**config.mk**
```make
export PLATFORM = sky130hd
export DESIGN_NAME = banco_wr_ctrl_flat
export DESIGN_NICKNAME = d
export VERILOG_FILES = /design/src/rtl/banco_wr_ctrl_if.sv /design/src/rtl/banco_wr_ctrl.sv /design/src/flat_wrapper.sv
export SDC_FILE = /design/constraint.sdc
export NUM_CORES = 1
export LEC_CHECK = 0
export ABC_CLOCK_PERIOD_IN_PS = 2800
export BUFFER_PORTS_ARGS = -buffer_cell sky130_fd_sc_hd__buf_2
export CORE_UTILIZATION = 56
export DETAILED_ROUTE_END_ITERATION = 12
export HOLD_SLACK_MARGIN = 0.12
export PLACE_DENSITY_LB_ADDON = 0.05
export SLEW_MARGIN = 10
export SYNTH_ARGS = -nofsm -noshare
export SYNTH_HDL_FRONTEND = slang
export SYNTH_SLANG_ARGS = --single-unit
```
**constraint.sdc**
```tcl
create_clock -name clk -period 2.8 [get_ports clk]
set_input_delay 0.28 -clock clk [delete_from_list [all_inputs] [get_ports clk]]
set_output_delay 0.28 -clock clk [all_outputs]
set_load 0.03 [all_outputs]
```
**src/rtl/banco_wr_ctrl_if.sv**
```systemverilog
// Bus interface for banco_wr_ctrl: keypad/clear request side plus bank write port
// and bell outputs. The controller uses the master modport, the environment the slave.
interface banco_wr_ctrl_if #(
    parameter int ADDR_W = 4,
    parameter int DATA_W = 3
);
    logic              key_req;
    logic [ADDR_W-1:0] key_pos;
    logic [DATA_W-1:0] key_data;
    logic              clr_req;
    logic [DATA_W-1:0] clr_data;
    logic              wr_en;
    logic [ADDR_W-1:0] wr_addr;
    logic [DATA_W-1:0] wr_data;
    logic              key_ack;
    logic              clr_done;
    logic              busy;
    logic              overrun;
    logic              beep_en;
    logic [ADDR_W-1:0] tone_sel;

    modport master (
        input  key_req, key_pos, key_data, clr_req, clr_data,
        output wr_en, wr_addr, wr_data, key_ack, clr_done, busy, overrun,
               beep_en, tone_sel
    );

    modport slave (
        output key_req, key_pos, key_data, clr_req, clr_data,
        input  wr_en, wr_addr, wr_data, key_ack, clr_done, busy, overrun,
               beep_en, tone_sel
    );
endinterface

```
**src/rtl/banco_wr_ctrl.sv**
```systemverilog
// Write-port controller for the colour register bank: keypad writes, clear-all
// sequencer and bell window. Optional beep counter enabled by macro BANCO_BEEP_EN.
module banco_wr_ctrl #(
    parameter int ADDR_W      = 4,
    parameter int DATA_W      = 3,
    parameter int BEEP_CYCLES = 5000000
) (
    input  logic clk,
    input  logic rst,
    banco_wr_ctrl_if.master bus
);
    typedef enum logic {IDLE, CLR_RUN} state_t;

    state_t            state;
    logic              key_q;
    logic              pending;
    logic [ADDR_W-1:0] hold_pos;
    logic [DATA_W-1:0] hold_data;
    logic [DATA_W-1:0] fill;
    logic [ADDR_W:0]   cnt;
    logic [ADDR_W:0]   cnt_nxt;
    logic              clr_last;
    logic              key_edge;
    logic              key_go;

    assign key_edge = bus.key_req & ~key_q;
    assign cnt_nxt  = cnt + 1'b1;
    // A pending key is written only from IDLE when no clear is starting.
    assign key_go   = (state == IDLE) & ~bus.clr_req & pending;
    assign bus.busy = (state == CLR_RUN) | pending;

    always_ff @(posedge clk) begin
        if (rst) begin
            state        <= IDLE;
            key_q        <= 1'b0;
            pending      <= 1'b0;
            hold_pos     <= '0;
            hold_data    <= '0;
            fill         <= '0;
            cnt          <= '0;
            clr_last     <= 1'b0;
            bus.wr_en    <= 1'b0;
            bus.wr_addr  <= '0;
            bus.wr_data  <= '0;
            bus.key_ack  <= 1'b0;
            bus.clr_done <= 1'b0;
            bus.overrun  <= 1'b0;
            bus.tone_sel <= '0;
        end else begin
            key_q        <= bus.key_req;
            bus.wr_en    <= 1'b0;
            bus.key_ack  <= 1'b0;
            clr_last     <= 1'b0;
            bus.clr_done <= clr_last;

            if (key_edge) begin
                if (pending) begin
                    bus.overrun <= 1'b1;
                end else begin
                    hold_pos  <= bus.key_pos;
                    hold_data <= bus.key_data;
                    pending   <= 1'b1;
                end
            end

            case (state)
                IDLE: begin
                    if (bus.clr_req) begin
                        state <= CLR_RUN;
                        fill  <= bus.clr_data;
                        cnt   <= '0;
                    end else if (key_go) begin
                        bus.wr_en    <= 1'b1;
                        bus.wr_addr  <= hold_pos;
                        bus.wr_data  <= hold_data;
                        bus.key_ack  <= 1'b1;
                        bus.tone_sel <= hold_pos;
                        pending      <= 1'b0;
                    end
                end
                CLR_RUN: begin
                    bus.wr_en   <= 1'b1;
                    bus.wr_addr <= cnt[ADDR_W-1:0];
                    bus.wr_data <= fill;
                    cnt         <= cnt_nxt;
                    // Extra counter bit flags the write to the last address.
                    if (cnt_nxt[ADDR_W]) begin
                        state    <= IDLE;
                        clr_last <= 1'b1;
                    end
                end
                default: state <= IDLE;
            endcase
        end
    end

`ifdef BANCO_BEEP_EN
    localparam int BEEP_W = (BEEP_CYCLES > 1) ? $clog2(BEEP_CYCLES) : 1;

    logic [BEEP_W-1:0] beep_cnt;

    always_ff @(posedge clk) begin
        if (rst) begin
            beep_cnt    <= '0;
            bus.beep_en <= 1'b0;
        end else if (key_go) begin
            beep_cnt    <= BEEP_W'(BEEP_CYCLES - 1);
            bus.beep_en <= 1'b1;
        end else if (beep_cnt != '0) begin
            beep_cnt <= beep_cnt - 1'b1;
        end else begin
            bus.beep_en <= 1'b0;
        end
    end
`else
    logic beep_cfg_unused;

    assign beep_cfg_unused = (BEEP_CYCLES == 0);
    assign bus.beep_en     = 1'b0;
`endif
endmodule

```
**src/flat_wrapper.sv**
```systemverilog
// flat-port wrapper written by rule: the top's interface ports become plain ports
module banco_wr_ctrl_flat 
#(
    parameter int ADDR_W      = 4,
    parameter int DATA_W      = 3,
    parameter int BEEP_CYCLES = 5000000
)
  (clk, rst, bus_key_req, bus_key_pos, bus_key_data, bus_clr_req, bus_clr_data, bus_wr_en, bus_wr_addr, bus_wr_data, bus_key_ack, bus_clr_done, bus_busy, bus_overrun, bus_beep_en, bus_tone_sel);
  banco_wr_ctrl_if #(.ADDR_W(ADDR_W), .DATA_W(DATA_W)) bus_i ();
  input  logic clk;
  input  logic rst;
  input wire logic [$bits(bus_i.key_req)-1:0] bus_key_req;
  input wire logic [$bits(bus_i.key_pos)-1:0] bus_key_pos;
  input wire logic [$bits(bus_i.key_data)-1:0] bus_key_data;
  input wire logic [$bits(bus_i.clr_req)-1:0] bus_clr_req;
  input wire logic [$bits(bus_i.clr_data)-1:0] bus_clr_data;
  output wire logic [$bits(bus_i.wr_en)-1:0] bus_wr_en;
  output wire logic [$bits(bus_i.wr_addr)-1:0] bus_wr_addr;
  output wire logic [$bits(bus_i.wr_data)-1:0] bus_wr_data;
  output wire logic [$bits(bus_i.key_ack)-1:0] bus_key_ack;
  output wire logic [$bits(bus_i.clr_done)-1:0] bus_clr_done;
  output wire logic [$bits(bus_i.busy)-1:0] bus_busy;
  output wire logic [$bits(bus_i.overrun)-1:0] bus_overrun;
  output wire logic [$bits(bus_i.beep_en)-1:0] bus_beep_en;
  output wire logic [$bits(bus_i.tone_sel)-1:0] bus_tone_sel;
  assign bus_i.key_req = bus_key_req;
  assign bus_i.key_pos = bus_key_pos;
  assign bus_i.key_data = bus_key_data;
  assign bus_i.clr_req = bus_clr_req;
  assign bus_i.clr_data = bus_clr_data;
  assign bus_wr_en = bus_i.wr_en;
  assign bus_wr_addr = bus_i.wr_addr;
  assign bus_wr_data = bus_i.wr_data;
  assign bus_key_ack = bus_i.key_ack;
  assign bus_clr_done = bus_i.clr_done;
  assign bus_busy = bus_i.busy;
  assign bus_overrun = bus_i.overrun;
  assign bus_beep_en = bus_i.beep_en;
  assign bus_tone_sel = bus_i.tone_sel;
  banco_wr_ctrl #(.ADDR_W(ADDR_W), .DATA_W(DATA_W), .BEEP_CYCLES(BEEP_CYCLES)) u_core (.clk(clk), .rst(rst), .bus(bus_i));
endmodule
```
==> impl_metrics.prom <==
# TYPE chip_impl_metric gauge
chip_impl_info{name="run_status",value="complete, no violations"} 1
chip_impl_metric{name="nets",unit=""} 180
chip_impl_metric{name="die_h",unit="um"} 51.9
chip_impl_metric{name="ant_nets",unit=""} 0
chip_impl_info{name="netlist.top_cell.by_area",value="sky130_fd_sc_hd__dfxtp_1"} 1
chip_impl_metric{name="grt_max_degree",unit=""} 37
chip_impl_metric{name="drive_gt1_share",unit="%"} 27.1
chip_impl_info{name="grt_setup_unrepaired",value="false"} 1
chip_impl_info{name="most_frequent_cells_in_the_layout",value="34 x sky130_fd_sc_hd__dfxtp_1, 29 x sky130_fd_sc_hd__buf_2, 21 x sky130_fd_sc_hd__mux2i_1"} 1
chip_impl_metric{name="synth_edf_count",unit=""} 0
chip_impl_metric{name="p_total",unit="mW"} 0.980
chip_impl_metric{name="placement.io_buffers",unit=""} 29
chip_impl_metric{name="fin_skew",unit="ps"} 3.97
chip_impl_info{name="tritoncts",value="built"} 1
chip_impl_info{name="crit_chain",value="or2_2 > buf_2"} 1
chip_impl_metric{name="power_density",unit="nW/um^2"} 621
chip_impl_info{name="layout.cells.most_common",value="sky130_fd_sc_hd__dfxtp_1"} 1
chip_impl_metric{name="cp.arrival",unit="ps"} 1760
chip_impl_metric{name="timing.final.crit_share",unit="%"} 72.7
chip_impl_info{name="ys_top_cells_by_area",value="sky130_fd_sc_hd__dfxtp_1 49%, sky130_fd_sc_hd__mux2i_1 15%, sky130_fd_sc_hd__a211oi_2 5.4%"} 1
chip_impl_metric{name="postCtsSetupBuffers",unit=""} 0
chip_impl_metric{name="layout_min_cycle_time",unit="ps"} 2040
chip_impl_metric{name="sequentialPowerShare",unit="%"} 55.5
chip_impl_metric{name="std_cell_rows",unit=""} 17
chip_impl_metric{name="routed_via_density",unit=""} 5.34
chip_impl_metric{name="numClockSinks",unit=""} 34
chip_impl_metric{name="avgSynthCellArea",unit="um^2"} 10.0
chip_impl_metric{name="leak_pwr",unit="nW"} 0.659
chip_impl_metric{name="flow.area_growth_from_synthesis",unit="%"} 13.1
chip_impl_metric{name="cp_max_fo",unit=""} 29
chip_impl_info{name="path_delay_family",value="flip-flops"} 1
chip_impl_metric{name="syn_area",unit="um^2"} 1400
chip_impl_info{name="critical_path_class",value="reg -> out"} 1
chip_impl_metric{name="power_report.internal_total",unit="mW"} 0.701
chip_impl_metric{name="clk_path_buf_depth",unit=""} 2
chip_impl_metric{name="grt_antenna_before_repair",unit=""} 0
chip_impl_info{name="worst_hold_path_type",value="in -> reg"} 1
chip_impl_metric{name="floorplan.die_area",unit="um^2"} 2700
chip_impl_metric{name="grt_pass1_vias",unit=""} 916
chip_impl_metric{name="cap_violations",unit=""} 0
chip_impl_metric{name="power_switching_share",unit="%"} 28.4
chip_impl_metric{name="grt-ovfl-total",unit=""} 0
chip_impl_metric{name="setup_viol",unit=""} 0
chip_impl_metric{name="via_count",unit=""} 1036
chip_impl_metric{name="numPlacedInstances",unit=""} 186
chip_impl_metric{name="detailedRoute.firstPassIterationCount",unit=""} 6
chip_impl_metric{name="hold_buffers",unit=""} 0
chip_impl_metric{name="floorplan.die.width",unit="um"} 51.9
chip_impl_metric{name="timing_max_transition_violations_final",unit=""} 0
chip_impl_metric{name="post-synth-top-area-fraction",unit="%"} 48.7
chip_impl_metric{name="cp_num_buf_inv",unit=""} 1
chip_impl_metric{name="coreArea",unit="um^2"} 2280
chip_impl_metric{name="number_of_hold_violations_in_the_final_report",unit=""} 0
chip_impl_metric{name="fin_tns_setup",unit="ps"} 0
chip_impl_metric{name="synth_seq_area_share",unit="%"} 48.7
chip_impl_metric{name="yosys_warnings",unit=""} 0
chip_impl_metric{name="grt_first_pass_wirelength",unit="um"} 4040
chip_impl_metric{name="stdcell_count",unit=""} 194
chip_impl_metric{name="antenna_cells_inserted",unit=""} 0
chip_impl_metric{name="dr.first_iter.drc_count",unit=""} 11
chip_impl_metric{name="clock_network_fraction_of_design_power",unit="%"} 27.9
chip_impl_metric{name="starting_density_of_the_core",unit="%"} 61.4
chip_impl_metric{name="synth_cell_types",unit=""} 32
chip_impl_metric{name="max_freq",unit="MHz"} 491
chip_impl_info{name="critPathCaptureType",value="primary output"} 1
chip_impl_metric{name="number_of_levels_in_the_clock_h_tree",unit=""} 2
chip_impl_metric{name="n_fill_cell",unit=""} 178
chip_impl_metric{name="crit_path_max_incr_delay",unit="ps"} 1010
chip_impl_metric{name="io-pin-count",unit=""} 31
chip_impl_metric{name="number_of_cts_inserted_buffers",unit=""} 5
chip_impl_metric{name="max_vdd_drop",unit="uV"} 471
chip_impl_metric{name="worst_slew_pin_slew",unit="ps"} 1020
chip_impl_info{name="worst_setup_path_start_kind",value="flop"} 1
chip_impl_metric{name="dpl.hpwl",unit="um"} 1720
chip_impl_metric{name="synthesis.nets",unit=""} 154
chip_impl_metric{name="clkSlewWorstSetupHoldPaths",unit="ps"} 100
chip_impl_metric{name="drcViolationCount",unit=""} 0
chip_impl_info{name="clock-root-buffer",value="sky130_fd_sc_hd__clkbuf_4"} 1
chip_impl_metric{name="clkLatencyLatePin",unit="ps"} 320
chip_impl_metric{name="post_cts.resized_instances",unit=""} 0
chip_impl_info{name="synth_top_flop_cell",value="sky130_fd_sc_hd__dfxtp_1"} 1
chip_impl_metric{name="reg2reg_setup_slack",unit="ps"} 880
chip_impl_metric{name="relSlewSlack",unit="%"} 32.0
chip_impl_metric{name="ys_ff_latch",unit=""} 34
chip_impl_metric{name="ys_async_sr_fraction",unit="%"} 0
chip_impl_metric{name="total_switching_power",unit="mW"} 0.279
chip_impl_info{name="cpMaxStageDelayCell",value="sky130_fd_sc_hd__dfxtp_1"} 1
chip_impl_metric{name="drt_wl_total",unit="um"} 2450
chip_impl_metric{name="critPathRequiredTime",unit="ps"} 2520
chip_impl_metric{name="wire_per_inst",unit="um"} 12.6
chip_impl_metric{name="syn_inst",unit=""} 139
chip_impl_metric{name="combinationalPowerShare",unit="%"} 16.6
chip_impl_metric{name="grt_usage",unit="%"} 21.1
chip_impl_metric{name="gpl.final_weighted_congestion",unit=""} 0.796
chip_impl_metric{name="hold_slack",unit="ps"} 185
-- power groups by stage --
| stage | Clock (mW) | Combinational [mW] | Sequential (mW) |
|---|---|---|---|
| 3_5_place_dp | 0 | 0.164 | 0.555 |
| 5_1_grt | 0.305 | 0.177 | 0.549 |
| 6_report | 0.274 | 0.163 | 0.544 |
| 3_3_place_gp | 0 | 0.159 | 0.554 |
| 4_1_cts | 0.285 | 0.164 | 0.544 |
| 2_1_floorplan | 0 | 0.115 | 0.568 |
-- per-layer routing --
metal	global-route usage, %	up-vias	share of wire (%)	routed length, um
met1	25.3	470	47	1150
li1	-	532	-	-
met4	9.91	0	1.7	42
met3	7.02	6	4.7	114
met2	33.5	28	47	1140
met5	0	-	0	0
-- worst reg2reg max path, cell delays in order (launching register included) --
cell and delay, ps:
sky130_fd_sc_hd__dfxtp_1 1010, sky130_fd_sc_hd__inv_1 200, sky130_fd_sc_hd__or4b_1 550, sky130_fd_sc_hd__o311ai_1 80
-- state kept, by name (all words and copies together), names as in the netlist, 3 cells and up --
signal and flops:
u_core.bus.tone_sel 4, u_core.bus.wr_addr 4, u_core.bus.wr_data 3, u_core.cnt 5, u_core.fill 3, u_core.hold_data 3, u_core.hold_pos 4
-- cells by family after synthesis --
group | count (synthesis) | synth area share [%]
fa+ha+maj | 1 | 0.896
mux | 21 | 15.1
xor+xnor | 1 | 0.627
simple gates | 50 | 18.5
compound gates | 18 | 10.8
other cells | 1 | 0.269
flops | 34 | 48.7
buf+inv | 13 | 5.20
-- Yosys cell counts, types with 2 or more instances --
cell,n
sky130_fd_sc_hd__a211oi_2,6
sky130_fd_sc_hd__nor3_1,8
sky130_fd_sc_hd__nor2b_1,8
sky130_fd_sc_hd__o21ai_0,2
sky130_fd_sc_hd__nor3b_1,2
sky130_fd_sc_hd__nand3_1,3
sky130_fd_sc_hd__dfxtp_1,34
sky130_fd_sc_hd__clkbuf_1,3
sky130_fd_sc_hd__nand2_1,2
sky130_fd_sc_hd__a31oi_1,2
sky130_fd_sc_hd__inv_1,2
sky130_fd_sc_hd__buf_2,4
sky130_fd_sc_hd__buf_6,2
sky130_fd_sc_hd__nor2_1,20
sky130_fd_sc_hd__mux2i_1,21
sky130_fd_sc_hd__a21oi_1,4
-- stage by stage --
step                utilization [%]  area, um^2  setup slack (ps)
floorplan                         -        1400              1520
global placement               66.7        1520               981
detailed placement             66.7        1520               919
CTS                            69.4        1580               757
global route                   69.4        1580               652
finish                         69.4        1580               765
-- area by class of cell --
cell class	instances	area (um^2)	share of cell area [%]
clock buffers	7	55.1	3.49
multi-input cells	92	643	40.7
well taps	28	35.0	2.22
inverters	2	7.51	0.475
clock inverters	1	5.00	0.317
flip-flops and latches	34	681	43.1
repair buffers	30	153	9.67
-- worst paths after layout --
| path | start | endpoint | cells after the start |
|---|---|---|---|
| worst max-delay path | u_core.state | bus_busy | 2 |
| worst min-delay path | bus_key_data[1] | u_core.hold_data[1] | 3 |
| worst max register to register | u_core.state | u_core.state | 3 |
| worst min register to register | u_core.clr_last | u_core.bus.clr_done | 1 |
(Power assumes the default switching activity.)
